==> config.mk <==
export PLATFORM = sky130hd
export DESIGN_NAME = lsm_sequencer
export DESIGN_NICKNAME = d
export VERILOG_FILES = /design/src/rtl/lsm_sequencer.sv
export SDC_FILE = /design/constraint.sdc
export NUM_CORES = 1
export LEC_CHECK = 0
export CORE_MARGIN = 3
export CORE_UTILIZATION = 51
export CTS_CLUSTER_SIZE = 12
export DETAILED_ROUTE_END_ITERATION = 8
export PLACE_DENSITY = 0.8
export SYNTH_ARGS = -nofsm -noshare
export SYNTH_HDL_FRONTEND = slang
export SYNTH_SLANG_ARGS = --single-unit
==> constraint.sdc <==
create_clock -name clk -period 2.76 [get_ports clk]
set_input_delay 0.552 -clock clk [delete_from_list [all_inputs] [get_ports clk]]
set_output_delay 0.552 -clock clk [all_outputs]
set_load 0.05 [all_outputs]
==> src/rtl/lsm_sequencer.sv <==
// Load/store-multiple sequencer: expands one LM/SM (register mask + base address) into
// one register transfer per cycle with contiguous addresses, holding decode while busy.
module lsm_sequencer #(
    parameter int unsigned NREG   = 8,
    parameter int unsigned ADDR_W = 16,
    parameter int unsigned STRIDE = 1
) (
    input  logic                      clk,
    input  logic                      reset_n,
    input  logic                      start,
    input  logic                      is_store,
    input  logic                      dir,
    input  logic [NREG-1:0]           mask,
    input  logic [ADDR_W-1:0]         base_addr,
    input  logic                      stall,
    input  logic                      flush,
    output logic                      busy,
    output logic                      uop_valid,
    output logic [$clog2(NREG)-1:0]   uop_reg,
    output logic [ADDR_W-1:0]         uop_addr,
    output logic                      uop_is_store,
    output logic                      uop_last,
    output logic                      done
);

    localparam int unsigned RIDX_W = $clog2(NREG);

    typedef enum logic {StIdle, StIssue} state_e;

    state_e              state_q, state_d;
    logic [NREG-1:0]     rem_q, rem_d;
    logic [ADDR_W-1:0]   addr_q, addr_d;
    logic                dir_q, dir_d;
    logic                st_q, st_d;
    logic                done_q, done_d;

    logic [RIDX_W-1:0]   sel_idx;
    logic [NREG-1:0]     sel_bit;
    logic                is_last;
    logic                issuing;

    // Lowest set bit when ascending, highest when descending; later loop hits win.
    always_comb begin
        sel_idx = '0;
        if (dir_q) begin
            for (int i = 0; i < int'(NREG); i++) begin
                if (rem_q[i]) sel_idx = RIDX_W'(i);
            end
        end else begin
            for (int i = int'(NREG) - 1; i >= 0; i--) begin
                if (rem_q[i]) sel_idx = RIDX_W'(i);
            end
        end
    end

    assign sel_bit = NREG'(1) << sel_idx;
    assign is_last = (rem_q != '0) && ((rem_q & (rem_q - NREG'(1))) == '0);
    assign issuing = (state_q == StIssue);

    always_comb begin
        state_d = state_q;
        rem_d   = rem_q;
        addr_d  = addr_q;
        dir_d   = dir_q;
        st_d    = st_q;
        done_d  = 1'b0;
        if (flush) begin
            state_d = StIdle;
            rem_d   = '0;
        end else if (!stall) begin
            unique case (state_q)
                StIdle: begin
                    if (start) begin
                        if (mask != '0) begin
                            rem_d   = mask;
                            addr_d  = base_addr;
                            dir_d   = dir;
                            st_d    = is_store;
                            state_d = StIssue;
                        end else begin
                            done_d = 1'b1;
                        end
                    end
                end
                StIssue: begin
                    rem_d  = rem_q & ~sel_bit;
                    addr_d = dir_q ? (addr_q - ADDR_W'(STRIDE)) : (addr_q + ADDR_W'(STRIDE));
                    if (is_last) begin
                        state_d = StIdle;
                        done_d  = 1'b1;
                    end
                end
                default: state_d = StIdle;
            endcase
        end
        // A stall lets done_q fall so the pulse is never stretched.
    end

    always_ff @(posedge clk or negedge reset_n) begin
        if (!reset_n) begin
            state_q <= StIdle;
            rem_q   <= '0;
            addr_q  <= '0;
            dir_q   <= 1'b0;
            st_q    <= 1'b0;
            done_q  <= 1'b0;
        end else begin
            state_q <= state_d;
            rem_q   <= rem_d;
            addr_q  <= addr_d;
            dir_q   <= dir_d;
            st_q    <= st_d;
            done_q  <= done_d;
        end
    end

    assign busy         = issuing;
    assign uop_valid    = issuing;
    assign uop_reg      = issuing ? sel_idx : '0;
    assign uop_addr     = issuing ? addr_q : '0;
    assign uop_is_store = issuing & st_q;
    assign uop_last     = issuing & is_last;
    assign done         = done_q;

endmodule

==> flow_summary.toml, run 1 <==
[status]
status = "complete, no violations"

[timing]
timing.setup.tns_ps = 0
post-route-period-util_pct = 92.43
setup_ws_ps = 208.9
worstMarginPinSlew_ps = 721.2
fmax_ghz = 0.3920
maxSlewHeadroom_pct = 51.55
min_period_ps = 2551
final-setup-viol-count = 0
fin_skew_ps = 7.174
rsz0062_at_grt = "false"
hold_viol = 0
maxSlewViolCount = 0

[die]
die-area_mm2 = 0.005423
initial_core_util_pct = 55.54
core_mm2 = 0.004202
row_count = 23
die_h_um = 73.64
io_pins = 55
fp.dieW_um = 73.64

[clock_network]
htree_levels = 1
ctsLongestPathBuffers = 2
clk-insertion-delay-late_ps = 280
path_clk_slew_ps = 110
cts_buffers = 3
cts_resized = 0
post_cts_buffers = 0
cts.sinks = 28
ctsRootBufferMaster = "clkbuf_8"
cts_tree = "done"
postCtsHoldBufs = 0

[synth]
async_flop_share_pct = 100.0
syn_nets = 335
yosysUniqueCellTypes = 47
netlist_area_mm2 = 0.002333
netlist.area_leader.share_pct = 30.03
ys_seq_area_share_pct = 30.03
synth_top_area_cell = "dfrtp_1"
synth_edf_count = 0
ys_ff_latch = 28
synth_cells = 289
ys.flop_type = "dfrtp_1"
synth_area_per_cell_um2 = 8.074
ys_warn_count = 0
yosys-top-cells-area = "dfrtp_1 (30%), ha_1 (7.5%), nand2_1 (6.4%)"

[worst_setup_path]
crit_path_start_kind = "flop"
crit_family = "simple AND/OR/NAND/NOR gates"
cp_slowest_cell = "dfrtp_1"
crit_buf_inv = 1
slowest_delay_ps = 500
worstPathCellList = "nor3_1 > nand2b_1 > nor3_1 > a22oi_1 > nor2_2 > buf_12"
critPathRequiredTime_ps = 2210
cp-end-kind = "primary output"
crit_top_cell = "nor3_1"
worstPathArrival_ps = 2000
path_class = "reg2out"
crit_fanout = 8

[job]
maxCapViolations = 0

[global_route]
grt_pass1_vias = 2350
grt_pass1_wl_um = 10470
grt_max_degree = 29
overflow = 0
gr-usage-all-layers_pct = 24.15
antenna_found_initial = 0

[placed_design]
gp_congestion = 0.8970
dp_slack_ps = 225.5
dpl.cell_count = 385
dp_hpwl_um = 4677
placed_area_mm2 = 0.003083
port_buffers = 54

[power]
p_sw_uw = 924.6
clkPwrFrac_pct = 15.4
p_leak_uw = 0.001404
ir_worst_vdd_mv = 0.4012
comb_power_share_pct = 58.3
seq_power_share_pct = 26.3
internal_power_uw = 1268
p_per_area_mw_per_mm2 = 694.6
netSwitchingFraction_pct = 42.17

[route]
dr.first_iter.drc_count = 192
dr_total_vias = 2285
dr_wl_met3_um = 371
highest_layer = "met4"
drc_errors = 0
wl_met1_um = 2758
wl_met2_um = 2918
viasPerCell = 5.874
ant_nets = 0
wl_um = 6085
drtPass1Iterations = 4
wl_per_cell_um = 15.64

[final_layout]
fill_cells = 323
finish.utilization_pct = 75.13
finalNonFillerCells = 389
diodes = 0
final_cell_mix = "nand2_1 (40), clkdlybuf4s50_1 (31), dfrtp_1 (28)"
final_layout_size_suffix_gt1_share_pct = 12.09
layout_commonest_cell = "nand2_1"
area_growth_pct = 35.28
design_area_mm2 = 0.003157
fin_nets = 386

[min_path]
hold_class = "reg2reg"
[worst min-delay path, cell delays in order (launching register included)]
cell	delay (ps)
dfrtp_1	380
nand2_1	50
o21ai_0	60
[final timing paths]
path | startpoint | to | slack, ps | cells past startpoint
max | rem_q[1] | uop_last | 210 | 6
min | addr_q[6] | addr_q[6] | 520 | 2
max reg2reg | dir_q | addr_q[12] | 320 | 9
min reg2reg | addr_q[6] | addr_q[6] | 520 | 2
max in group asynchronous | reset_n | rem_q[2] | 1830 | 2
min in group asynchronous | reset_n | addr_q[5] | 640 | 2
[sequential cells by signal (all words and copies together), names as in the netlist]
register,cells
addr_q,16
rem_q,8
busy,1
dir_q,1
done,1
st_q,1
[per-layer routing]
| metal | vias up | GRT usage (%) |
|---|---|---|
| met1 | 1055 | 33.05 |
| met2 | 84 | 41.34 |
| met4 | 0 | 4.829 |
| met3 | 6 | 2.462 |
| li1 | 1140 | - |
| met5 | - | 0 |
[cells by family after synthesis]
group	after synthesis	share of synthesized area, %
adder cells (fa/ha/maj)	16	8.794
AO/OA/AOI/OAI	91	25.42
buffers and inverters	23	4.557
multiplexers	9	3.914
AND/OR/NAND/NOR	110	22.79
XOR/XNOR	12	4.504
flip-flops	28	30.03
[cell usage after synthesis, types with 2 or more instances]
library cell	instances
clkbuf_1	4
xor2_1	2
dfrtp_1	28
nand3_1	4
nand2_1	40
xnor2_1	10
nor4_1	2
a211oi_1	5
nor2b_1	4
nor3_1	7
o21bai_1	6
o211ai_1	2
a221oi_1	2
ha_1	14
or3_1	2
o21ai_0	22
nor2_1	26
o311ai_0	6
and2_1	15
inv_1	8
a21boi_0	2
o22ai_1	4
a31oi_1	4
nand2b_1	3
buf_2	7
o21a_1	4
o31ai_1	4
mux2i_1	8
a21o_1	9
buf_4	3
a21oi_1	16
[layout make-up]
class / count / area (um2) / area share (%)
clock buffers: 3 / 41.29 / 1.308
inverters: 9 / 33.78 / 1.070
flip-flops and latches: 28 / 700.7 / 22.20
repair buffers: 60 / 753.2 / 23.86
multi-input cells: 238 / 1535 / 48.63
clock inverters: 1 / 30.03 / 0.9512
well taps: 50 / 62.56 / 1.982
[metrics by stage]
step / hold WS [ps] / total power (uW)
after floorplan: 256.4 / 1505
after global placement: 493.8 / 1820
after detailed placement: 500.3 / 1849
after CTS: 524.0 / 2187
after global routing: 533.1 / 2365
final: 519.0 / 2193
[power groups by stage]
stage	clock network (uW)	registers, uW	logic, uW
2_1_floorplan	0	566	939
3_3_place_gp	0	583	1240
3_5_place_dp	0	584	1260
4_1_cts	338	577	1270
5_1_grt	350	589	1430
6_report	337	577	1280
(Power assumes the default switching activity.)
==> run 2: changes to the inputs <==
--- a/config.mk
+++ b/config.mk
@@ -10,6 +10,7 @@
 export CTS_CLUSTER_SIZE = 12
 export DETAILED_ROUTE_END_ITERATION = 8
 export PLACE_DENSITY = 0.8
+export REMOVE_ABC_BUFFERS = 1
 export SYNTH_ARGS = -nofsm -noshare
 export SYNTH_HDL_FRONTEND = slang
 export SYNTH_SLANG_ARGS = --single-unit
==> flow_summary.toml, run 2 (synthesis gave the netlist of run 1 again) <==
[route]
dr_total_vias = 2245
drtPass1Iterations = 4
drc_errors = 0
wl_um = 5778
viasPerCell = 5.756
dr.first_iter.drc_count = 139
ant_nets = 0
wl_per_cell_um = 14.82

[global_route]
grt_pass1_wl_um = 9949
grt_pass1_vias = 2143
overflow = 0
antenna_found_initial = 0
gr-usage-all-layers_pct = 22.91
grt_max_degree = 29

[die]
initial_core_util_pct = 55.54
fp.dieW_um = 73.64
core_mm2 = 0.004202
io_pins = 55
die_h_um = 73.64
row_count = 23
die-area_mm2 = 0.005423

[timing]
maxSlewHeadroom_pct = 56.45
fin_skew_ps = 4.599
fmax_ghz = 0.3912
hold_viol = 0
maxSlewViolCount = 0
post-route-period-util_pct = 92.62
min_period_ps = 2556
whs_ps = 510.1
rsz0062_at_grt = "false"
worstMarginPinSlew_ps = 648.2
final-setup-viol-count = 0

[placed_design]
dp_hpwl_um = 4390
port_buffers = 54
placed_area_mm2 = 0.002947
dpl.cell_count = 386
gp_congestion = 0.8685

[clock_network]
clk-insertion-delay-late_ps = 270
post_cts_buffers = 0
cts_buffers = 3
ctsRootBufferMaster = "clkbuf_8"
cts_tree = "done"
cts.sinks = 28
ctsLongestPathBuffers = 2
htree_levels = 1
path_clk_slew_ps = 100

[power]
p_per_area_mw_per_mm2 = 689.3
p_leak_uw = 0.001368
ir_worst_vdd_mv = 0.3771

[worst_setup_path]
critPathRequiredTime_ps = 2210
r2r-start = "dir_q"
cp-end-kind = "primary output"
r2r_slack_ps = 260
r2r_cells = 9
worstPathArrival_ps = 2000
worstReg2RegEnd = "addr_q[15]"
endpoint = "uop_reg[1]"
cp_slowest_cell = "dfrtp_1"
crit_path_start_kind = "flop"
path_class = "reg2out"
worstPathCellList = "clkinv_1 > a221oi_1 > buf_12"
slowest_delay_ps = 650
startpoint = "busy"
crit_fanout = 17

[status]
status = "complete, no violations"

[final_layout]
top_regs = "addr_q: 16 flops, rem_q: 8 flops"
area_growth_pct = 28.74
fin_nets = 387
final_layout_size_suffix_gt1_share_pct = 12.06
diodes = 0
finalNonFillerCells = 390
fill_cells = 346
largest_reg_flops = 16
final_cell_mix = "nand2_1 (40), clkdlybuf4s50_1 (31), dfrtp_1 (28)"
design_area_mm2 = 0.003004
layout_commonest_cell = "nand2_1"
max_flop_register = "addr_q"

[min_path]
hold_depth = 1
hold_class = "reg2reg"

[job]
maxCapViolations = 0
-- run 2: how the worst min path moves through the flow --
stage            start        end  slack (ps)
5_1_grt           st_q       st_q         540
2_1_floorplan  reset_n  addr_q[0]         260
4_1_cts           st_q       st_q         510
6_report          st_q       st_q         510
3_5_place_dp      st_q       st_q         490
3_3_place_gp      st_q       st_q         480
-- run 2: layout make-up --
class | count | area (um2) | area share (%)
Tap cell | 50 | 62.56 | 2.082
Clock buffer | 4 | 55.05 | 1.833
Timing Repair Buffer | 61 | 623.1 | 20.74
Multi-Input combinational cell | 238 | 1529 | 50.90
Sequential cell | 28 | 700.7 | 23.32
Inverter | 9 | 33.78 | 1.125
-- run 2: report_power, final --
| part | internal (uW) | switching (uW) | leakage, uW |
|---|---|---|---|
| Sequential | 495 | 88.3 | 0.000351 |
| Combinational | 552 | 679 | 0.000988 |
| Clock | 128 | 129 | 0.0000288 |
| Total | 1170 | 896 | 0.00137 |
-- run 2: worst max-delay path, delay by kind of cell (launching register included) --
kind,cells,cell delay (ps)
DFF,1,650
AOI/OAI and AO/OA,1,490
buffers and inverters,2,600
-- run 2: what timing repair did --
action,in CTS,in global routing
hold buffers,0,0
endpoints found under the setup margin,0,1
resized for setup,0,1
-- run 2: routing by layer --
layer / vias up / track usage, % / part of all wire [%]
li1: 1132 / - / -
met1: 1035 / 34.10 / 48
met2: 72 / 35.24 / 45
met3: 6 / 2.462 / 5.8
met4: 0 / 6.036 / 1.1
met5: - / 0 / 0
-- run 2: per-stage QoR --
stage	total power, uW	worst slack [ps]	setup TNS, ps	util, %
5_1_grt	2251	1.175	0	71.50
4_1_cts	2071	141.9	0	71.44
6_report	2071	203.6	0	71.50
3_5_place_dp	1804	208.3	0	70.13
3_3_place_gp	1785	248.3	0	70.13
2_1_floorplan	1487	-1088	-3489	-
==> run 3: changes to the inputs <==
--- a/config.mk
+++ b/config.mk
@@ -10,6 +10,7 @@
 export CTS_CLUSTER_SIZE = 12
 export DETAILED_ROUTE_END_ITERATION = 8
 export PLACE_DENSITY = 0.8
+export RECOVER_POWER = 50
 export REMOVE_ABC_BUFFERS = 1
 export SYNTH_ARGS = -nofsm -noshare
 export SYNTH_HDL_FRONTEND = slang
==> flow_summary.toml, run 3 (synthesis gave the netlist of run 1 again) <==
[route]
viasPerCell = 5.790
drtPass1Iterations = 4
wl_per_cell_um = 14.82
drc_errors = 0
ant_nets = 0
dr_total_vias = 2258
dr.first_iter.drc_count = 152
wl_um = 5781

[placed_design]
placed_area_mm2 = 0.002947
dp_hpwl_um = 4390
dp_slack_ps = 208.3
gp_congestion = 0.8685
port_buffers = 54

[power]
netSwitchingFraction_pct = 43.39
clkPwrFrac_pct = 12.4
finalPower_uw = 2066
internal_power_uw = 1169
p_per_area_mw_per_mm2 = 691.0
p_sw_uw = 896.3
comb_power_share_pct = 59.3
p_leak_uw = 0.001356
ir_worst_vdd_mv = 0.3763
seq_power_share_pct = 28.2

[status]
status = "complete, but fails checks"
violations = "capacitance limit, slew limit"

[final_layout]
max_flop_register = "addr_q"
top_regs = "addr_q: 16 flops, rem_q: 8 flops"
final_cell_mix = "nand2_1 (40), dfrtp_1 (28), clkdlybuf4s50_1 (28)"
diodes = 0
final_layout_size_suffix_gt1_share_pct = 10.88
fin_nets = 387
design_area_mm2 = 0.002989
area_growth_pct = 28.10
layout_commonest_cell = "nand2_1"
largest_reg_flops = 16

[job]
maxCapViolations = 1

[worst_setup_path]
worstPathCellList = "clkinv_1 > a221oi_1 > buf_12"
cp-end-kind = "primary output"
critPathRequiredTime_ps = 2210
worstPathArrival_ps = 2010
crit_fanout = 17
crit_path_start_kind = "flop"
slowest_delay_ps = 650
cp_slowest_cell = "dfrtp_1"
path_class = "reg2out"

[timing]
final-setup-viol-count = 0
fmax_ghz = 0.3909
min_period_ps = 2558
whs_ps = 507.1
setup_ws_ps = 201.8
fin_skew_ps = 3.345
maxSlewHeadroom_pct = -5.611
rsz0062_at_grt = "false"
hold_viol = 0
worstMarginPinSlew_ps = 1584
post-route-period-util_pct = 92.69
maxSlewViolCount = 29

[global_route]
grt_pass1_wl_um = 9949
gr-usage-all-layers_pct = 22.91
antenna_found_initial = 0
overflow = 0
grt_max_degree = 29
grt_pass1_vias = 2143

[die]
fp.dieW_um = 73.64
initial_core_util_pct = 55.54
io_pins = 55
die_h_um = 73.64
core_mm2 = 0.004202
row_count = 23
die-area_mm2 = 0.005423

[clock_network]
path_clk_slew_ps = 100
cts_tree = "done"
htree_levels = 1
cts_buffers = 3
ctsRootBufferMaster = "clkbuf_8"
ctsLongestPathBuffers = 2
cts.sinks = 28
post_cts_buffers = 0
clk-insertion-delay-late_ps = 270

[min_path]
hold_class = "reg2reg"
-- run 3: cell count changes in the layout (fill, tap and decap cells not counted) --
cell and delta:
clkbuf_1 +4, dlygate4sd3_1 +3, clkdlybuf4s50_1 -3, buf_4 -4
-- run 3: critical path, delay by kind of cell, from the launching register on --
family | cells | cell delay [ps]
flops | 1 | 650
buf+inv | 2 | 600
compound gates | 1 | 490
-- run 3: worst paths after layout --
check / startpoint / to / slack, ps / cells after the start
hold reg to reg: st_q / st_q / 510 / 1
max in group asynchronous: reset_n / busy / 650 / 2
setup reg to reg: dir_q / addr_q[15] / 270 / 9
hold / removal: st_q / st_q / 510 / 1
min in group asynchronous: reset_n / addr_q[8] / 1190 / 2
setup / recovery: busy / uop_reg[1] / 200 / 3
-- run 3: power groups by stage --
stage / sequential [uW] / combinational [uW] / clock (uW)
3_5_place_dp: 591 / 1210 / 0
6_report: 583 / 1230 / 257
5_1_grt: 597 / 1370 / 283
2_1_floorplan: 591 / 896 / 0
4_1_cts: 582 / 1230 / 262
3_3_place_gp: 587 / 1200 / 0
-- run 3: layer usage --
metal / routed length, um / track usage (%)
met5: 0 / 0
met4: 55 / 6.036
met3: 325 / 2.462
met2: 2615 / 35.24
met1: 2784 / 34.10
-- run 3: stage by stage --
step           TNS [ps]  std cells  util, %
6_report              0        390    71.14
4_1_cts               0        390    71.44
5_1_grt               0        390    71.14
3_3_place_gp          0        386    70.13
3_5_place_dp          0        386    70.13
2_1_floorplan     -3489        275        -
-- run 3: final cells by class --
class / count / area [um2]
tap: 50 / 62.56
clock buffer: 4 / 55.05
timing repair buffer: 61 / 608.1
fill: 352 / 1212
inverter: 9 / 33.78
sequential: 28 / 700.7
multi-input combinational: 238 / 1529
-- run 3: what timing repair did --
action / in CTS / in global routing
hold buffers: 0 / 0
resized for setup: 0 / 1
endpoints found under the setup margin: 0 / 1
==> variant, RTL diff (settings of run 3) <==
The parameter `ADDR_W` goes from 16 to 15.
--- a/src/rtl/lsm_sequencer.sv
+++ b/src/rtl/lsm_sequencer.sv
@@ -4,3 +4,3 @@
     parameter int unsigned NREG   = 8,
-    parameter int unsigned ADDR_W = 16,
+    parameter int unsigned ADDR_W = 15,
     parameter int unsigned STRIDE = 1
Ports: changed (resized base_addr and uop_addr); port bits go from 55 to 53. The function was not compared with the original's and may differ.
==> variant against run 3 <==
- critical path type is now reg -> reg
- clock skew up 0.0082 ns
- setup slack worse by 0.074 ns
- critical endpoint is now addr_q[14]
- cell count down 1.0%
- global-route usage up 0.74 points
- clock power down 8.6%
- total power up 7.5%
- synthesized area up 4.0%
- sequential power down 2%
- routed wire length up 9.4%
- critical path depth up 5
- die area up 3.7%
- the flow still finishes with violations (max-capacitance violations, max-slew violations)
- design area up 6.8%
- count of clock-buffer cells in the layout unchanged
- sequential cell count down 1
==> variant: results (changes against run 3) <==
- The worst setup slack after placement is 0.1458 ns (-0.06250 ns).
- The highest attainable clock frequency is 379.9 MHz (-2.8%).
- The total global-route track usage is 23.66% (+0.74 points).
- The final weighted congestion of routability-driven global placement was 0.9172 (+5.6%).
- Sorting the synthesized cells by area gives the leading types as sky130_fd_sc_hd__dfrtp_1, sky130_fd_sc_hd__ha_1, sky130_fd_sc_hd__a21oi_1, sky130_fd_sc_hd__and2_1, sky130_fd_sc_hd__nand2_1.
- The fraction of the yosys area taken by sequential cells is 27.84% (-2.2 points).
- The via count of the first global-routing pass is 2270 (+5.9%).
- The number of input and output port buffers inserted was 52 (-3.7%).
- Counting instances in the post-synthesis netlist gives the leading cell types as sky130_fd_sc_hd__dfrtp_1, sky130_fd_sc_hd__nand2_1, sky130_fd_sc_hd__a21oi_1.
- The number of distinct standard cells referenced by the synthesized netlist is 63 (+34%).
- The destination of the worst register-to-register timing path is addr_q[14].
- The mean area per synthesized cell was 8.669 sq um (+7.4%).
- The met3 routed wirelength came to 404 um (+24%).
- The flow ran to the end, but the final reports show violations.
- The fraction of final layout cells with drive strength greater than 1 was 16.47% (+5.6 points).
- The category of the critical setup timing path is reg -> reg.
- The delay of the slowest critical-path stage is 0.48 ns (-0.17 ns).
- The highest ir drop seen on vdd is 0.3408 mV (-9.4%).
- The final reports fail on max-capacitance violations, max-slew violations.
- The portion of netlist area occupied by mux cells is 5.206% (+1.3 points).
- The number of optimization iterations in the first detailed-route pass is 6 (+2).
- The worst-path maximum fanout is 9 (-8).
- The total half-perimeter wirelength after legalization and detailed placement is 4816 um (+9.7%).
- The worst clock skew on the final layout is 0.01156 ns (+0.008212 ns).
- The largest net degree at the start of global routing is 35 (+21%).
- The number of nets at the end of the flow is 379 (-2.1%).
- In the final layout, the registers with the most flip-flops are addr_q (15), rem_q (8).
- The total met2 wirelength after detailed routing is 3130 um (+20%).
- The adder-cell share of the synthesized area is 7.526% (-1.3 points).
- The flip-flop count of the largest register after layout is 15 (-1).
- The worst slack on hold paths is 0.5154 ns (+0.008231 ns).
- The compound-cell area share of the yosys netlist came to 31.75% (+6.3 points).
- The number of cell instances on the worst register-to-register path is 8 (-1).
- The via count is 2385 (+5.6%).
- The source of the critical timing path is dir_q.
- The max-cap violation count was 1 (unchanged).
- The leakage component of the power is 1.315 nW (-3.0%).
- The arrival time at the worst endpoint is 2.81 ns (+0.80 ns).
- The top cell family by delay on the critical path is compound AO/OA/AOI/OAI gates.
- The final max-slew violation count is 28 (-3.4%).
- The met1 wire length came to 2763 um (-0.75%).
[variant: cell types whose count changed in the layout (fill, tap and decap cells not counted), sizes merged, moves of 3 or more]
cell     before  now
o22ai         4    0
inv           8   15
a21o         10    3
nand4         0    3
a221o         0    5
a2111oi       0    3
o21bai        6    2
nor2         26   18
mux2          1    5
o311ai        6    2
nand2        40   26
a21oi        16   23
o211ai        2    6
a32o          0    8
[variant: layout make-up]
cell class | count | area (sq um)
flip-flops and latches | 27 | 675.6
repair buffers | 64 | 724.4
multi-input cells | 224 | 1623
fillers | 349 | 1282
inverters | 15 | 58.81
clock buffers | 4 | 45.04
well taps | 52 | 65.06
[variant: metal layers]
layer  track usage (%)  up-vias
met5                 0        -
met4             4.150        0
met3             4.005        4
met2             41.30      107
met1             31.08     1115
li1                  -     1159
[variant: power by group]
group	total (mW)	leakage [nW]	switching, mW	internal [mW]
Clock	0.235	0.0228	0.132	0.104
Combinational	1.42	0.949	0.787	0.629
Sequential	0.569	0.344	0.0918	0.477
Total	2.22	1.32	1.01	1.21
